`config.mk`:
```
export PLATFORM = sky130hd
export DESIGN_NAME = high_priority_encoder_8_3
export DESIGN_NICKNAME = d
export VERILOG_FILES = /design/src/rtl/high_priority_encoder_8_3_pkg.sv /design/src/rtl/high_priority_encoder_8_3_if.sv /design/src/rtl/high_priority_encoder_8_3_priority_encode_comb.sv /design/src/rtl/high_priority_encoder_8_3.sv
export SDC_FILE = /design/constraint.sdc
export NUM_CORES = 1
export LEC_CHECK = 0
export ABC_AREA = 1
export ABC_CLOCK_PERIOD_IN_PS = 800
export BUFFER_PORTS_ARGS = -buffer_cell sky130_fd_sc_hd__buf_2
export CAP_MARGIN = 15
export CORE_AREA = 2 2 39 41
export CTS_CLUSTER_SIZE = 20
export DETAILED_ROUTE_END_ITERATION = 8
export DIE_AREA = 0 0 41 43
export PLACE_DENSITY = 0.39
export SLEW_MARGIN = 30
export SYNTH_ARGS = -nofsm -noshare
export SYNTH_HDL_FRONTEND = slang
export SYNTH_SLANG_ARGS = --single-unit
```
`constraint.sdc`:
```
create_clock -name Clock_In -period 0.8 [get_ports Clock_In]
set_clock_uncertainty 0.1 [all_clocks]
set_input_delay 0.08 -clock Clock_In [delete_from_list [all_inputs] [get_ports Clock_In]]
set_output_delay 0.08 -clock Clock_In [all_outputs]
set_load 0.02 [all_outputs]
```
`src/rtl/high_priority_encoder_8_3_pkg.sv`:
```
// Shared sizes and types for the 8:3 priority encoder.
package high_priority_encoder_8_3_pkg;
  localparam int NUM_INPUTS = 8;
  localparam int ENC_WIDTH  = 3;

  typedef logic [ENC_WIDTH-1:0] enc_idx_t;
endpackage

```
`src/rtl/high_priority_encoder_8_3_if.sv`:
```
// Request vector in, winning index plus valid out.
interface high_priority_encoder_8_3_if;
  import high_priority_encoder_8_3_pkg::*;

  logic [NUM_INPUTS-1:0] req;
  enc_idx_t              idx;
  logic                  valid;

  modport master (output req, input  idx, input  valid);
  modport slave  (input  req, output idx, output valid);
endinterface

```
`src/rtl/high_priority_encoder_8_3_priority_encode_comb.sv`:
```
// Combinational encoder: index of the highest set request bit.
module priority_encode_comb
  import high_priority_encoder_8_3_pkg::*;
(
  high_priority_encoder_8_3_if.slave bus
);

  // Ascending scan so the last (highest) set bit overwrites lower ones.
  always_comb begin
    bus.idx = '0;
    for (int i = 0; i < NUM_INPUTS; i++)
      if (bus.req[i]) bus.idx = ENC_WIDTH'(i);
  end

  assign bus.valid = |bus.req;

endmodule

```
`src/rtl/high_priority_encoder_8_3.sv`:
```
// 8-input priority encoder, optionally registered, async active-low reset.
module high_priority_encoder_8_3
  import high_priority_encoder_8_3_pkg::*;
#(
  parameter bit REGISTER_OUTPUT = 1'b1
) (
  input  logic     Clock_In,
  input  logic     Reset_In,
  input  logic     Data_0_In,
  input  logic     Data_1_In,
  input  logic     Data_2_In,
  input  logic     Data_3_In,
  input  logic     Data_4_In,
  input  logic     Data_5_In,
  input  logic     Data_6_In,
  input  logic     Data_7_In,
  output enc_idx_t Encoded_Value_Out,
  output logic     Valid_Out
);

  high_priority_encoder_8_3_if enc_bus ();

  assign enc_bus.req = {Data_7_In, Data_6_In, Data_5_In, Data_4_In,
                        Data_3_In, Data_2_In, Data_1_In, Data_0_In};

  priority_encode_comb u_enc (.bus(enc_bus.slave));

  generate
    if (REGISTER_OUTPUT) begin : g_reg
      always_ff @(posedge Clock_In or negedge Reset_In) begin
        if (!Reset_In) begin
          Encoded_Value_Out <= '0;
          Valid_Out         <= 1'b0;
        end else begin
          Encoded_Value_Out <= enc_bus.idx;
          Valid_Out         <= enc_bus.valid;
        end
      end
    end else begin : g_comb
      // Reset still gates the outputs even with no register stage.
      always_comb begin
        Encoded_Value_Out = Reset_In ? enc_bus.idx   : '0;
        Valid_Out         = Reset_In ? enc_bus.valid : 1'b0;
      end
    end
  endgenerate

endmodule

```
* After elaboration in Yosys (flattened, before gate mapping)
Index checks and enable logic that the tools add are counted.
Storage, ports and cells: flip-flop bits (word level) 4, input port bits 10, output and inout port bits 4
Operators by class: mux-type cells 7, reductions and logical operators 1
Operators by type and width (count):
- 2-to-1 mux 3 bit | 4
- OR reduction 8 bit | 1
- 2-to-1 mux 2 bit | 2
- 2-to-1 mux 1 bit | 1

* Longest topological paths before layout
Gate-level depths: netlist (run 1).
depth in word-level cells 7, mapped depth 7, depth with buffers taken out 7

* Hierarchy
A second synthesis (run 1) with hierarchy kept.
Unflattened totals: cells, all modules 24, area, all modules 177.7 sq um
By module, submodules not included:
- high_priority_encoder_8_3 | times used 1, cells each 4, area each 100.1 sq um
- priority_encode_comb | times used 1, cells each 20, area each 77.6 sq um

* Worst setup path after synthesis (run 1)
No wires, ideal clock.
kind input port to flip-flop, from in Data_3_In, to reg Valid_Out, library setup time 0.130 ns, data arrival time 0.373 ns, data required time 0.570 ns, setup slack 0.197 ns, stages 4, cells stage by stage inv_1 nand2_1 nor3_1 nand3_1
On the way: longest elaborated chain between the ends 1
Ends and longest elaborated chain:
- from (decl) | RTL line high_priority_encoder_8_3.sv:12 | input logic Data_3_In,
- OR reduction 8 bit | RTL line high_priority_encoder_8_3_priority_encode_comb.sv:15 | assign bus.valid = |bus.req;
- net enc_bus.valid | RTL line high_priority_encoder_8_3_if.sv:7 | logic valid;
- to (signal assigned) | RTL line high_priority_encoder_8_3.sv:36 | Valid_Out <= enc_bus.valid;
- to (decl) | RTL line high_priority_encoder_8_3.sv:18 | output logic Valid_Out
The timed path passes the listed nets, and every way through them passes these cells.

* Final worst setup path (run 1)
from reg Valid_Out, to out Valid_Out
No word-level cell between the ends.

==> flow_summary.ini, run 1 <==
[outcome]
status = complete, but fails checks
violations = negative hold slack, negative setup slack

[worst_hold_path]
holdPathEnd = Encoded_Value_Out[0]
hold_class = in -> reg
holdPathStages = 3
hp-start = Data_7_In

[cts]
cts_buffers = 3
cts_tree = yes
cts_root_buffer = clkbuf_4
postCtsSetupRepairBufs = 0
hold_buffers = 2
path_clk_slew_ns = 0.04
cts_sinks = 4
h-tree-depth = 1
clock_path_buffers = 2

[sta]
rsz0062_at_grt = yes
setup_ws_ns = -0.103
setup_viol = 4
fin_setup_tns_ns = -0.396
min_period_ns = 0.903
fmax_mhz = 1110
hold_ws_ns = -0.0421
max_slew_margin_pct = 86.0
finalHoldViolations = 4
finalCritPeriodShare_pct = 113
maxSlewViolCount = 0
worst_pin_slew_ns = 0.210

[pwr]
powerDensity_mw_per_mm2 = 1690
p_int_uw = 421
power_frac_seq_pct = 39.6
peakVddDrop_v = 0.000282
switching_share_pct = 22.1
p_clk_share_pct = 44.9
total_power_uw = 540
leakage_uw = 0.000175
p_comb_share_pct = 15.4
switchingPower_uw = 119

[final_layout]
synthToLayoutAreaGrowth_pct = 80.3
multi_input_area_um2 = 55.1
stdcell_count = 57
num-fill-cells = 151
drive_above_1_share_pct = 39.0
ff_latch_area_um2 = 100
final_nets = 53
stdcell_area_um2 = 320
fin_util_pct = 23.1
antenna_cells = 0

[place]
dpl.hpwl_um = 309
placed_area_um2 = 263
port-buffer-count = 13
gp_congestion = 0.630
placed_cells = 53

[drt]
drt-total-wl_um = 382
wl_met1_um = 163
vias = 173
wl_met3_um = 36
top_layer = met3
post_drt_via_cell_ratio = 3.04
avgRoutedWirePerCell_um = 6.70
drc = 0
drt-initial-drc-count = 2
dr_wl_met2_um = 181
dr.pass1.iters = 2
antenna_left = 0

[grt]
grt_max_degree = 5
track_usage_pct = 4.92
grt_pass1_wl_um = 483
grt_remaining_overflow = 0
antenna_found_initial = 0
first_global_vias = 152

[worst_setup_path]
crit_required_ns = 0.62
worstSetupPathType = reg -> out
path_max_fanout = 1
path_buf_inv = 1
crit_chain = buf_6
worstSetupStartpointType = register
crit_path_max_incr_delay_ns = 0.36
cp.arrival_ns = 0.72
critPathSlowestCell = dfrtp_1
cp-end-kind = output pin
crit_family = flip-flops

[floorplanning]
die_h_um = 43
initial_core_util_pct = 12.8
die_area_mm2 = 0.00176
fp.dieW_um = 41
core_area_mm2 = 0.00138
row_count = 14
io_pins = 14

[run]
drv_cap = 0

[yosys]
avgSynthCellArea_um2 = 7.40
synth_seq_cells = 4
synth.net_count = 34
netlist_area_um2 = 178
syn_inst = 24
yosysSeqAreaShare_pct = 56.3
synth_cell_types = 6
yosysWarnings = 0
==> metrics by stage <==
step	hold WS (ns)	setup WS, ns
floorplan	-0.316	0.197
global placement	-0.212	0.0574
detailed placement	-0.214	0.0530
CTS	-0.0457	-0.114
global route	-0.0347	-0.124
finish	-0.0421	-0.103
==> kinds of logic after synthesis <==
kind of cell | after synthesis | share of synthesized area [%]
and+or+nand+nor | 14 | 31.0
DFF | 4 | 56.3
buffers and inverters | 6 | 12.7
==> placed cells by master (no fill, tap or decap) <==
| master | instances |
|---|---|
| dlygate4sd3_1 | 1 |
| buf_2 | 9 |
| nand3_1 | 1 |
| inv_1 | 6 |
| dfrtp_1 | 4 |
| nand2_1 | 10 |
| clkbuf_4 | 3 |
| buf_6 | 4 |
| nor2_1 | 2 |
| nor3_1 | 1 |
==> cells in the mapped netlist (all sizes together) <==
| cell type | instances | area (um^2) |
|---|---|---|
| nor2 | 2 | 7.51 |
| dfrtp | 4 | 100 |
| inv | 6 | 22.5 |
| nand3 | 1 | 5.00 |
| nor3 | 1 | 5.00 |
| nand2 | 10 | 37.5 |
==> sequential cells by signal (all words and copies together) (netlist names) <==
signal             cells
Valid_Out              1
Encoded_Value_Out      3
==> metal layers <==
metal  up-vias  GRT usage [%]
met5         -              0
met4         0           12.0
met3         0              0
met2        10           5.00
met1        61           4.82
li1        102              -
==> power groups by stage <==
stage | Clock, uW | Sequential, uW | Combinational, uW
3_3_place_gp | 0 | 215 | 71.6
3_5_place_dp | 0 | 215 | 71.8
4_1_cts | 257 | 214 | 88.2
6_report | 243 | 214 | 83.3
2_1_floorplan | 0 | 226 | 23.0
5_1_grt | 265 | 215 | 93.1
==> worst min-delay path, delay by kind of cell <==
| family | cells | cell delay [ns] |
|---|---|---|
| buffers and inverters | 2 | 0.12 |
| and+or+nand+nor | 1 | 0.05 |
==> worst max-delay path by stage <==
stage | from | end | slack, ns | depth (start not counted)
2_1_floorplan | Data_3_In | Valid_Out | 0.20 | 4
3_3_place_gp | Data_3_In | Valid_Out | 0.06 | 5
3_5_place_dp | Data_3_In | Valid_Out | 0.05 | 5
4_1_cts | Encoded_Value_Out[1] | Encoded_Value_Out[1] | -0.11 | 1
5_1_grt | Encoded_Value_Out[1] | Encoded_Value_Out[1] | -0.12 | 1
6_report | Valid_Out | Valid_Out | -0.10 | 1
==> layout make-up <==
| cell class | instances | share of cell area, % |
|---|---|---|
| flip-flops and latches | 4 | 31.3 |
| repair buffers | 14 | 31.3 |
| multi-input cells | 14 | 17.2 |
| inverters | 6 | 7.03 |
| clock buffers | 3 | 7.03 |
| well taps | 16 | 6.25 |
==> timing repair <==
action	in CTS	in global routing
endpoints found under the hold margin	8	3
setup endpoints to repair	4	5
resized for setup	8	0
Power figures use the tool's default switching activity.
==> run 2, diff against run 1 <==
- CAP_MARGIN: 15 -> default
- SETUP_SLACK_MARGIN: default -> 0.4
==> run 2 against run 1 <==
  * Core utilization grew 5.8 points
  * Clock power is essentially flat
  * Sequential cell count is the same
  * Largest power group unchanged
  * Critical endpoint is now Encoded_Value_Out[0]
  * The flow still finishes with violations (negative hold slack, negative setup slack)
  * Combinational power up 57%
  * Via count is 17% higher
  * Wire length up 7.3%
  * Cell area rose by 25%
  * First-iteration DRC count is 50% lower
  * Global-route usage grew 1.5 points
  * Die area did not move
==> flow_summary.ini, run 2 (same netlist as run 1, synthesis figures left out) <==
[floorplanning]
row_count = 14
io_pins = 14
core_area_mm2 = 0.00138
initial_core_util_pct = 12.8
die_area_mm2 = 0.00176
fp.dieW_um = 41
die_h_um = 43

[outcome]
status = complete, but fails checks
violations = negative hold slack, negative setup slack

[final_layout]
antenna_cells = 0
fin_util_pct = 28.9
synthToLayoutAreaGrowth_pct = 125
largest_register = Encoded_Value_Out
final_common_cell = nand2_1
layout_common_cells = nand2_1, buf_2, buf_6
final_nets = 52
stdcell_count = 56
largest_register_ffs = 3
drive_above_1_share_pct = 60.0
top_regs = Encoded_Value_Out x3, Valid_Out x1

[worst_hold_path]
hold_class = in -> async

[sta]
finalCritPeriodShare_pct = 112
min_period_ns = 0.900
setup_ws_ns = -0.0998
max_slew_margin_pct = 92.1
hold_ws_ns = -0.453
finalHoldViolations = 8
maxSlewViolCount = 0
setup_viol = 4
fin_setup_tns_ns = -0.393
worst_pin_slew_ns = 0.118
fmax_mhz = 1110
rsz0062_at_grt = yes

[worst_setup_path]
worstSetupStartpointType = register
critPathSlowestCell = dfrtp_1
cp-end-kind = output pin
cp.arrival_ns = 0.72
worstSetupPathType = reg -> out
crit_path_max_incr_delay_ns = 0.36
path_max_fanout = 1
crit_required_ns = 0.62
path_buf_inv = 1
crit_family = flip-flops
crit_chain = buf_6

[drt]
drt-total-wl_um = 410
avgRoutedWirePerCell_um = 7.32
drt-initial-drc-count = 1
post_drt_via_cell_ratio = 3.61
vias = 202
drc = 0
antenna_left = 0
dr.pass1.iters = 2

[place]
port-buffer-count = 13
placed_cells = 53
gp_congestion = 0.565
dpl.hpwl_um = 339

[run]
drv_cap = 0

[pwr]
leakage_uw = 0.000198
powerDensity_mw_per_mm2 = 1460
peakVddDrop_v = 0.000371

[grt]
grt_remaining_overflow = 0
antenna_found_initial = 0
grt_pass1_wl_um = 703
track_usage_pct = 6.42
first_global_vias = 208
grt_max_degree = 5

[cts]
cts_root_buffer = clkbuf_4
cts_tree = yes
clock_path_buffers = 2
path_clk_slew_ns = 0.04
postCtsSetupRepairBufs = 0
cts_buffers = 3
h-tree-depth = 1
cts_sinks = 4
-- run 2: changes by cell type in the layout (fill, tap and decap cells not counted), moves of 2 or more --
cell / delta
inv_1: -2
nand2_1: -3
nor2_1: -2
buf_2: -3
buf_8: +2
nor2_4: +2
nand2_4: +2
-- run 2: area by class of cell --
cell class	count	area (um^2)
inverters	6	42.5
multi-input cells	14	98.8
flip-flops and latches	4	100
fillers	157	983
clock buffers	3	22.5
repair buffers	13	116
well taps	16	20.0
-- run 2: path summary, 6_finish.rpt --
check	startpoint	endpoint	slack (ns)	cells after the start
worst min-delay path	Reset_In	Encoded_Value_Out[2]	-0.45	1
min in group Clock_In	Data_1_In	Valid_Out	-0.03	3
worst max-delay path	Encoded_Value_Out[0]	Encoded_Value_Out[0]	-0.1	1
max in group asynchronous	Reset_In	Encoded_Value_Out[1]	0.93	1
-- run 2: what timing repair did --
item | in CTS | in global routing
hold endpoints to repair | 8 | 6
setup endpoints to repair | 6 | 6
pin swaps | 3 | 1
gates resized for setup | 16 | 3
-- run 2: metrics by stage --
stage          setup WS (ns)  area (um^2)  total power, uW
2_1_floorplan          0.204          225              263
3_3_place_gp         0.00835          310              315
3_5_place_dp         0.00566          310              315
4_1_cts               -0.117          387              601
5_1_grt               -0.144          400              627
6_report             -0.0998          400              586
-- run 2: layer usage --
metal | track usage [%] | wire, um | vias up
met5 | 0 | 0 | -
met4 | 8.00 | 0 | 0
met3 | 1.57 | 58 | 0
met2 | 9.69 | 218 | 12
met1 | 5.77 | 133 | 90
li1 | - | - | 100
-- run 2: where the power goes --
part	switching (uW)	internal, uW
registers	3.24	211
logic	65.5	65.5
clock network	73.0	167
total	142	444
